--- src/rtl/simplez_sequencer_if.sv ---
// Control-unit bundle between the Simplez sequencer and its datapath:
// instruction/flag inputs towards the sequencer, microorders, status back out.
interface simplez_sequencer_if;
    logic [2:0]  opcode;
    logic        z;
    logic        start;
    logic        lec, esc;
    logic        eri, sri, era, incp, ccp, scp, eac, sac;
    logic        sum, clr, dec;
    logic        stop;
    logic [2:0]  state;
    logic [15:0] icount;

    // Sequencer side: consumes opcode/flags, drives microorders and status.
    modport master (
        input  opcode, z, start,
        output lec, esc, eri, sri, era, incp, ccp, scp, eac, sac,
               sum, clr, dec, stop, state, icount
    );

    // Datapath side: supplies opcode/flags, obeys microorders.
    modport slave (
        output opcode, z, start,
        input  lec, esc, eri, sri, era, incp, ccp, scp, eac, sac,
               sum, clr, dec, stop, state, icount
    );
endinterface

--- src/rtl/simplez_sequencer.sv ---
// Simplez control unit: fetch/execute sequencer with a configurable number of
// memory wait cycles, a halt state with level resume, and an instruction counter.
// State and counters advance on the falling clock edge.
module simplez_sequencer #(
    parameter int unsigned MEM_WAIT = 0
) (
    input  logic                clk,
    input  logic                rst,
    simplez_sequencer_if.master bus
);
    typedef enum logic [2:0] {
        S_I0   = 3'd0,
        S_I1   = 3'd1,
        S_O0   = 3'd2,
        S_O1   = 3'd3,
        S_HALT = 3'd4
    } state_t;

    typedef struct packed {
        logic lec, esc, eri, sri, era, incp, ccp, scp, eac, sac, sum, clr, dec, stop;
    } ctl_t;

    localparam logic [2:0] OP_ST  = 3'd0, OP_LD  = 3'd1, OP_ADD = 3'd2, OP_BR  = 3'd3,
                           OP_BZ  = 3'd4, OP_CLR = 3'd5, OP_DEC = 3'd6, OP_HLT = 3'd7;
    localparam logic [3:0] WAIT_LAST = 4'(MEM_WAIT);

    state_t      st, st_nxt;
    logic [3:0]  wcnt, wcnt_nxt;
    logic [15:0] icnt;
    logic        icnt_inc;
    ctl_t        c;

    logic last, mem_op;
    assign last   = (wcnt == WAIT_LAST);
    assign mem_op = (bus.opcode == OP_ST) || (bus.opcode == OP_LD) || (bus.opcode == OP_ADD);

    // State, wait counter and instruction counter; reset aborts any access.
    always_ff @(negedge clk or posedge rst) begin
        if (rst) begin
            st   <= S_I0;
            wcnt <= '0;
            icnt <= '0;
        end else begin
            st   <= st_nxt;
            wcnt <= wcnt_nxt;
            if (icnt_inc) icnt <= icnt + 16'd1;
        end
    end

    // Next state and microorders from state, wait count, opcode and z.
    always_comb begin
        c        = '0;
        st_nxt   = st;
        wcnt_nxt = '0;   // any state change clears the wait counter
        icnt_inc = 1'b0;
        case (st)
            S_I0: begin
                c.lec = 1'b1;
                if (last) begin
                    c.eri  = 1'b1;
                    c.incp = 1'b1;
                    st_nxt = S_I1;
                end else begin
                    wcnt_nxt = wcnt + 4'd1;
                end
            end
            S_I1: begin
                if (bus.opcode != OP_HLT && !mem_op) icnt_inc = 1'b1;
                case (bus.opcode)
                    OP_ST, OP_LD, OP_ADD: begin
                        c.sri = 1'b1; c.era = 1'b1;
                        st_nxt = S_O0;
                    end
                    OP_BR: begin
                        c.sri = 1'b1; c.era = 1'b1; c.ccp = 1'b1;
                        st_nxt = S_I0;
                    end
                    OP_BZ: begin
                        c.era = 1'b1;
                        if (bus.z) begin
                            c.sri = 1'b1; c.ccp = 1'b1;
                        end else begin
                            c.scp = 1'b1;
                        end
                        st_nxt = S_I0;
                    end
                    OP_CLR: begin
                        c.eac = 1'b1; c.clr = 1'b1; c.scp = 1'b1; c.era = 1'b1;
                        st_nxt = S_I0;
                    end
                    OP_DEC: begin
                        c.eac = 1'b1; c.dec = 1'b1; c.scp = 1'b1; c.era = 1'b1;
                        st_nxt = S_I0;
                    end
                    default: begin
                        icnt_inc = 1'b1;   // HALT counts as a completed instruction
                        st_nxt   = S_HALT;
                    end
                endcase
            end
            S_O0: begin
                // Write keeps the accumulator on the bus for the whole access.
                case (bus.opcode)
                    OP_ST:  begin c.esc = 1'b1; c.sac = 1'b1; end
                    OP_LD:  begin c.lec = 1'b1; c.eac = last; end
                    OP_ADD: begin c.lec = 1'b1; c.eac = last; c.sum = last; end
                    default: ;
                endcase
                if (mem_op && !last) wcnt_nxt = wcnt + 4'd1;
                else                 st_nxt   = S_O1;
            end
            S_O1: begin
                c.scp = 1'b1; c.era = 1'b1;
                icnt_inc = 1'b1;
                st_nxt   = S_I0;
            end
            S_HALT: begin
                c.stop = 1'b1;
                if (bus.start) begin
                    c.scp = 1'b1; c.era = 1'b1;
                    st_nxt = S_I0;
                end
            end
            default: st_nxt = S_I0;
        endcase
        // Hold every control line low while reset is asserted.
        if (rst) c = '0;
    end

    assign bus.lec    = c.lec;
    assign bus.esc    = c.esc;
    assign bus.eri    = c.eri;
    assign bus.sri    = c.sri;
    assign bus.era    = c.era;
    assign bus.incp   = c.incp;
    assign bus.ccp    = c.ccp;
    assign bus.scp    = c.scp;
    assign bus.eac    = c.eac;
    assign bus.sac    = c.sac;
    assign bus.sum    = c.sum;
    assign bus.clr    = c.clr;
    assign bus.dec    = c.dec;
    assign bus.stop   = c.stop;
    assign bus.state  = st;
    assign bus.icount = icnt;
endmodule
--- src/flat_wrapper.sv ---
// flat-port wrapper written by rule: the top's interface ports become plain ports
module simplez_sequencer_flat 
#(
    parameter int unsigned MEM_WAIT = 0
)
  (clk, rst, bus_opcode, bus_z, bus_start, bus_lec, bus_esc, bus_eri, bus_sri, bus_era, bus_incp, bus_ccp, bus_scp, bus_eac, bus_sac, bus_sum, bus_clr, bus_dec, bus_stop, bus_state, bus_icount);
  simplez_sequencer_if bus_i ();
  input  logic clk;
  input  logic rst;
  input wire logic [$bits(bus_i.opcode)-1:0] bus_opcode;
  input wire logic [$bits(bus_i.z)-1:0] bus_z;
  input wire logic [$bits(bus_i.start)-1:0] bus_start;
  output wire logic [$bits(bus_i.lec)-1:0] bus_lec;
  output wire logic [$bits(bus_i.esc)-1:0] bus_esc;
  output wire logic [$bits(bus_i.eri)-1:0] bus_eri;
  output wire logic [$bits(bus_i.sri)-1:0] bus_sri;
  output wire logic [$bits(bus_i.era)-1:0] bus_era;
  output wire logic [$bits(bus_i.incp)-1:0] bus_incp;
  output wire logic [$bits(bus_i.ccp)-1:0] bus_ccp;
  output wire logic [$bits(bus_i.scp)-1:0] bus_scp;
  output wire logic [$bits(bus_i.eac)-1:0] bus_eac;
  output wire logic [$bits(bus_i.sac)-1:0] bus_sac;
  output wire logic [$bits(bus_i.sum)-1:0] bus_sum;
  output wire logic [$bits(bus_i.clr)-1:0] bus_clr;
  output wire logic [$bits(bus_i.dec)-1:0] bus_dec;
  output wire logic [$bits(bus_i.stop)-1:0] bus_stop;
  output wire logic [$bits(bus_i.state)-1:0] bus_state;
  output wire logic [$bits(bus_i.icount)-1:0] bus_icount;
  assign bus_i.opcode = bus_opcode;
  assign bus_i.z = bus_z;
  assign bus_i.start = bus_start;
  assign bus_lec = bus_i.lec;
  assign bus_esc = bus_i.esc;
  assign bus_eri = bus_i.eri;
  assign bus_sri = bus_i.sri;
  assign bus_era = bus_i.era;
  assign bus_incp = bus_i.incp;
  assign bus_ccp = bus_i.ccp;
  assign bus_scp = bus_i.scp;
  assign bus_eac = bus_i.eac;
  assign bus_sac = bus_i.sac;
  assign bus_sum = bus_i.sum;
  assign bus_clr = bus_i.clr;
  assign bus_dec = bus_i.dec;
  assign bus_stop = bus_i.stop;
  assign bus_state = bus_i.state;
  assign bus_icount = bus_i.icount;
  simplez_sequencer #(.MEM_WAIT(MEM_WAIT)) u_core (.clk(clk), .rst(rst), .bus(bus_i));
endmodule
--- config.mk ---
export PLATFORM = sky130hd
export DESIGN_NAME = simplez_sequencer_flat
export DESIGN_NICKNAME = d
export VERILOG_FILES = /design/src/rtl/simplez_sequencer_if.sv /design/src/rtl/simplez_sequencer.sv /design/src/flat_wrapper.sv
export SDC_FILE = /design/constraint.sdc
export NUM_CORES = 1
export LEC_CHECK = 0
export CORE_MARGIN = 4
export CORE_UTILIZATION = 52
export CTS_BUF_LIST = sky130_fd_sc_hd__clkbuf_4
export DETAILED_ROUTE_END_ITERATION = 10
export GPL_TIMING_DRIVEN = 0
export PLACE_DENSITY = 0.84
export SYNTH_ARGS = -nofsm -noshare
export SYNTH_HDL_FRONTEND = slang
export SYNTH_SLANG_ARGS = --single-unit
export TNS_END_PERCENT = 10
--- constraint.sdc ---
create_clock -name clk -period 4.1 [get_ports clk]
set_clock_uncertainty 0.15 [all_clocks]
set_input_delay 0.41 -clock clk [delete_from_list [all_inputs] [get_ports clk]]
set_output_delay 0.41 -clock clk [all_outputs]
set_load 0.02 [all_outputs]
==> flow_summary.yaml <==
clock_network:
  clk_pin_slew_worst_paths_ns: 0.08
  hold_buffers: 0
  numCtsBuffers: 3
  cts-root-buf: "clkbuf_4"
  clkLatencyLatePin_ns: 0.31
  cts.sinks: 23
  cts_tree: "built"
  htreeDepth: 1
  clockBufferDepth: 2
synthesis:
  synth_fp_nets: 152
  synth-seq-cells: 23
  synthArstFlopShare_pct: 100.0
  synth_edf_count: 0
  yosys_warnings: 0
  syn-cell-area_um2: 1310
  ys_seq_area_share_pct: 43.94
  synthCells: 142
  synth.distinct_cells: 34
  synth_flop_cell: "dfrtn_1"
  avgSynthCellArea_um2: 9.225
die:
  pin_count: 40
  start_util_pct: 57.03
  placementRows: 17
  dieArea_um2: 3386
  dieWidth_um: 58.19
  die_h_um: 58.19
  fp.coreArea_um2: 2297
route:
  post_drt_via_cell_ratio: 5.533
  drc: 0
  wirelength_um: 3500
  dr.pass1.iters: 4
  wl_per_cell_um: 16.36
  vias: 1184
  first_iter_violations: 33
  ant_nets: 0
placed_design:
  io_buffers: 36
  dp.cells: 206
  dpl.hpwl_um: 2565
  place_congestion: 0.8185
final_layout:
  fin_cells: 214
  area_delta_synth_final_pct: 39.45
  nNetsFinal: 197
  drive_above_1_share_pct: 22.58
  multiInputGateArea_um2: 738.2
  final_core_util_pct: 79.52
  ff_latch_area_um2: 575.6
  n_fill_cell: 163
  antenna_cells: 0
pwr:
  p_per_area_nw_per_um2: 494.6
  power_leakage_uw: 0.0009309
  ir_drop_v: 0.0004692
  power.total_uw: 903.6
sta:
  setup_viol: 11
  setup-tns-final_ns: -1.707
  relSlewSlack_pct: 42.76
  rsz0062_at_grt: "yes"
  fin_ws_ns: -0.5168
  final_hold_viol_count: 0
  tightest_slew_ns: 0.8577
  drv_slew: 0
flow_run:
  drv_cap: 0
outcome:
  violations: "negative setup slack"
  status: "finished with violations"
global_routing:
  grt_usage_pct: 22.00
  grt_first_pass_wirelength_um: 5733
  antenna_found_initial: 0
  grt_max_degree: 24
  grt_overflow_total: 0
  grt_pass1_vias: 1226
critical_path:
  worstPathArrival_ns: 4.06
  reg2regPathDepth: 5
  critical_path_required_ns: 3.54
  critPathMaxStageDelay_ns: 0.51
  cp_max_fo: 5
  worst-path-stages: 6
  crit_slowest_cell: "or4b_4"
  rrSetupSlack_ns: 2.26
  r2r_start: "u_core.bus.icount[0]"
  start_kind: "flip-flop"
  r2r-end: "u_core.bus.icount[10]"
  critPathBufInv: 2
  crit_path_end_kind: "primary output"
  critPathTopFamily: "simple AND/OR/NAND/NOR gates"
  crit_type: "reg2out"
  worstPathCellList: "inv_1 > ha_2 > nand2_4 > or4b_4 > a2111oi_4 > buf_4"
min_path:
  whs_path_depth: 1
  holdPathEnd: "u_core.bus.icount[5]"
  min_from: "u_core.bus.icount[5]"
  hp-class: "reg2reg"
synthesized netlist by cell type (2+ instances only):
cell	n	share of area, %
dfrtn_1	23	44
nor2b_1	4	1.9
nor3b_1	2	1.1
buf_4	2	1.1
xnor2_1	10	6.7
nand2b_1	2	0.95
inv_1	5	1.4
nor4_1	3	1.4
a21oi_1	7	2.7
and3_1	3	1.4
ha_1	3	2.9
a21o_1	2	1.1
buf_2	3	1.1
and2_1	4	1.9
and4_1	3	2.0
nor2_1	15	4.3
xor2_1	8	5.3
nand2_1	12	3.4
nand3_1	6	2.3
nor3_1	5	1.9
nand4_1	5	2.4
clkbuf_1	3	0.86
timing repair:
action	CTS	global route
resized for setup	72	17
setup buffers	4	0
endpoints found under the setup margin	16	20
pin swaps	3	1
hold endpoints to repair	0	0
cell usage in the layout (no fill, tap or decap), types with 6 or more instances in the layout:
cell             synthesis  routed
dfrtn_1                 23      23
nor2_1                  15      15
buf_4                    2      14
clkdlybuf4s50_1          0      13
nand2_1                 12      10
xnor2_1                 10      10
xor2_1                   8       8
dlymetal6s2s_1           0       7
buf_2                    3       6
a21oi_1                  7       6
stage by stage:
stage	area, um^2	setup slack [ns]	hold slack (ns)
6_report	1827	-0.5168	0.3021
5_1_grt	1827	-0.6135	0.3295
4_1_cts	1777	-0.5212	0.3009
3_5_place_dp	1733	-0.7311	0.2865
3_3_place_gp	1733	-0.6628	0.2492
2_1_floorplan	1338	-0.09743	0.2292
report_power, final:
group | leakage, uW | total [uW] | switching [uW] | internal, uW
sequential | 0.000302 | 331 | 59.8 | 271
combinational | 0.000611 | 467 | 250 | 217
clock | 0.0000177 | 106 | 69.4 | 36.5
total | 0.000931 | 904 | 379 | 524
sequential cells by signal (all words and copies together) (netlist names):
| name | count |
|---|---|
| u_core.bus.icount | 16 |
| u_core.bus.state | 3 |
| u_core.wcnt | 4 |
worst max-delay path by stage:
stage / to / slack, ns / startpoint
2_1_floorplan: bus_sac / -0.1 / u_core.bus.state[2]
3_5_place_dp: bus_eac / -0.73 / u_core.wcnt[0]
5_1_grt: bus_eac / -0.61 / u_core.wcnt[0]
3_3_place_gp: bus_eac / -0.66 / u_core.wcnt[0]
4_1_cts: bus_eac / -0.52 / u_core.wcnt[0]
6_report: bus_eac / -0.52 / u_core.wcnt[1]
metal layers:
layer	vias up	routed length (um)	track usage (%)	share of wire, %
met5	-	0	0	0
met4	0	57	5.298	1.6
met3	8	144	5.122	4.1
met2	31	1921	40.16	55
met1	575	1376	25.88	39
li1	570	-	-	-
final cells by class:
type,instances,share of cell area (%)
timing repair buffer,40,20.14
clock buffer,3,1.233
tap,28,1.918
clock inverter,1,0.2740
buffer,9,3.493
inverter,5,1.027
multi-input combinational,105,40.41
sequential,23,31.51
kinds of logic after synthesis:
logic type,Yosys count,share of synthesized area (%)
and+or+nand+nor,69,28.18
xor gates and xnor gates,18,12.03
AOI/OAI and AO/OA,14,7.163
muxes,1,0.8595
adders and majority gates,3,2.866
buffers and inverters,14,4.966
DFF,23,43.93
(Power assumes the default switching activity.)
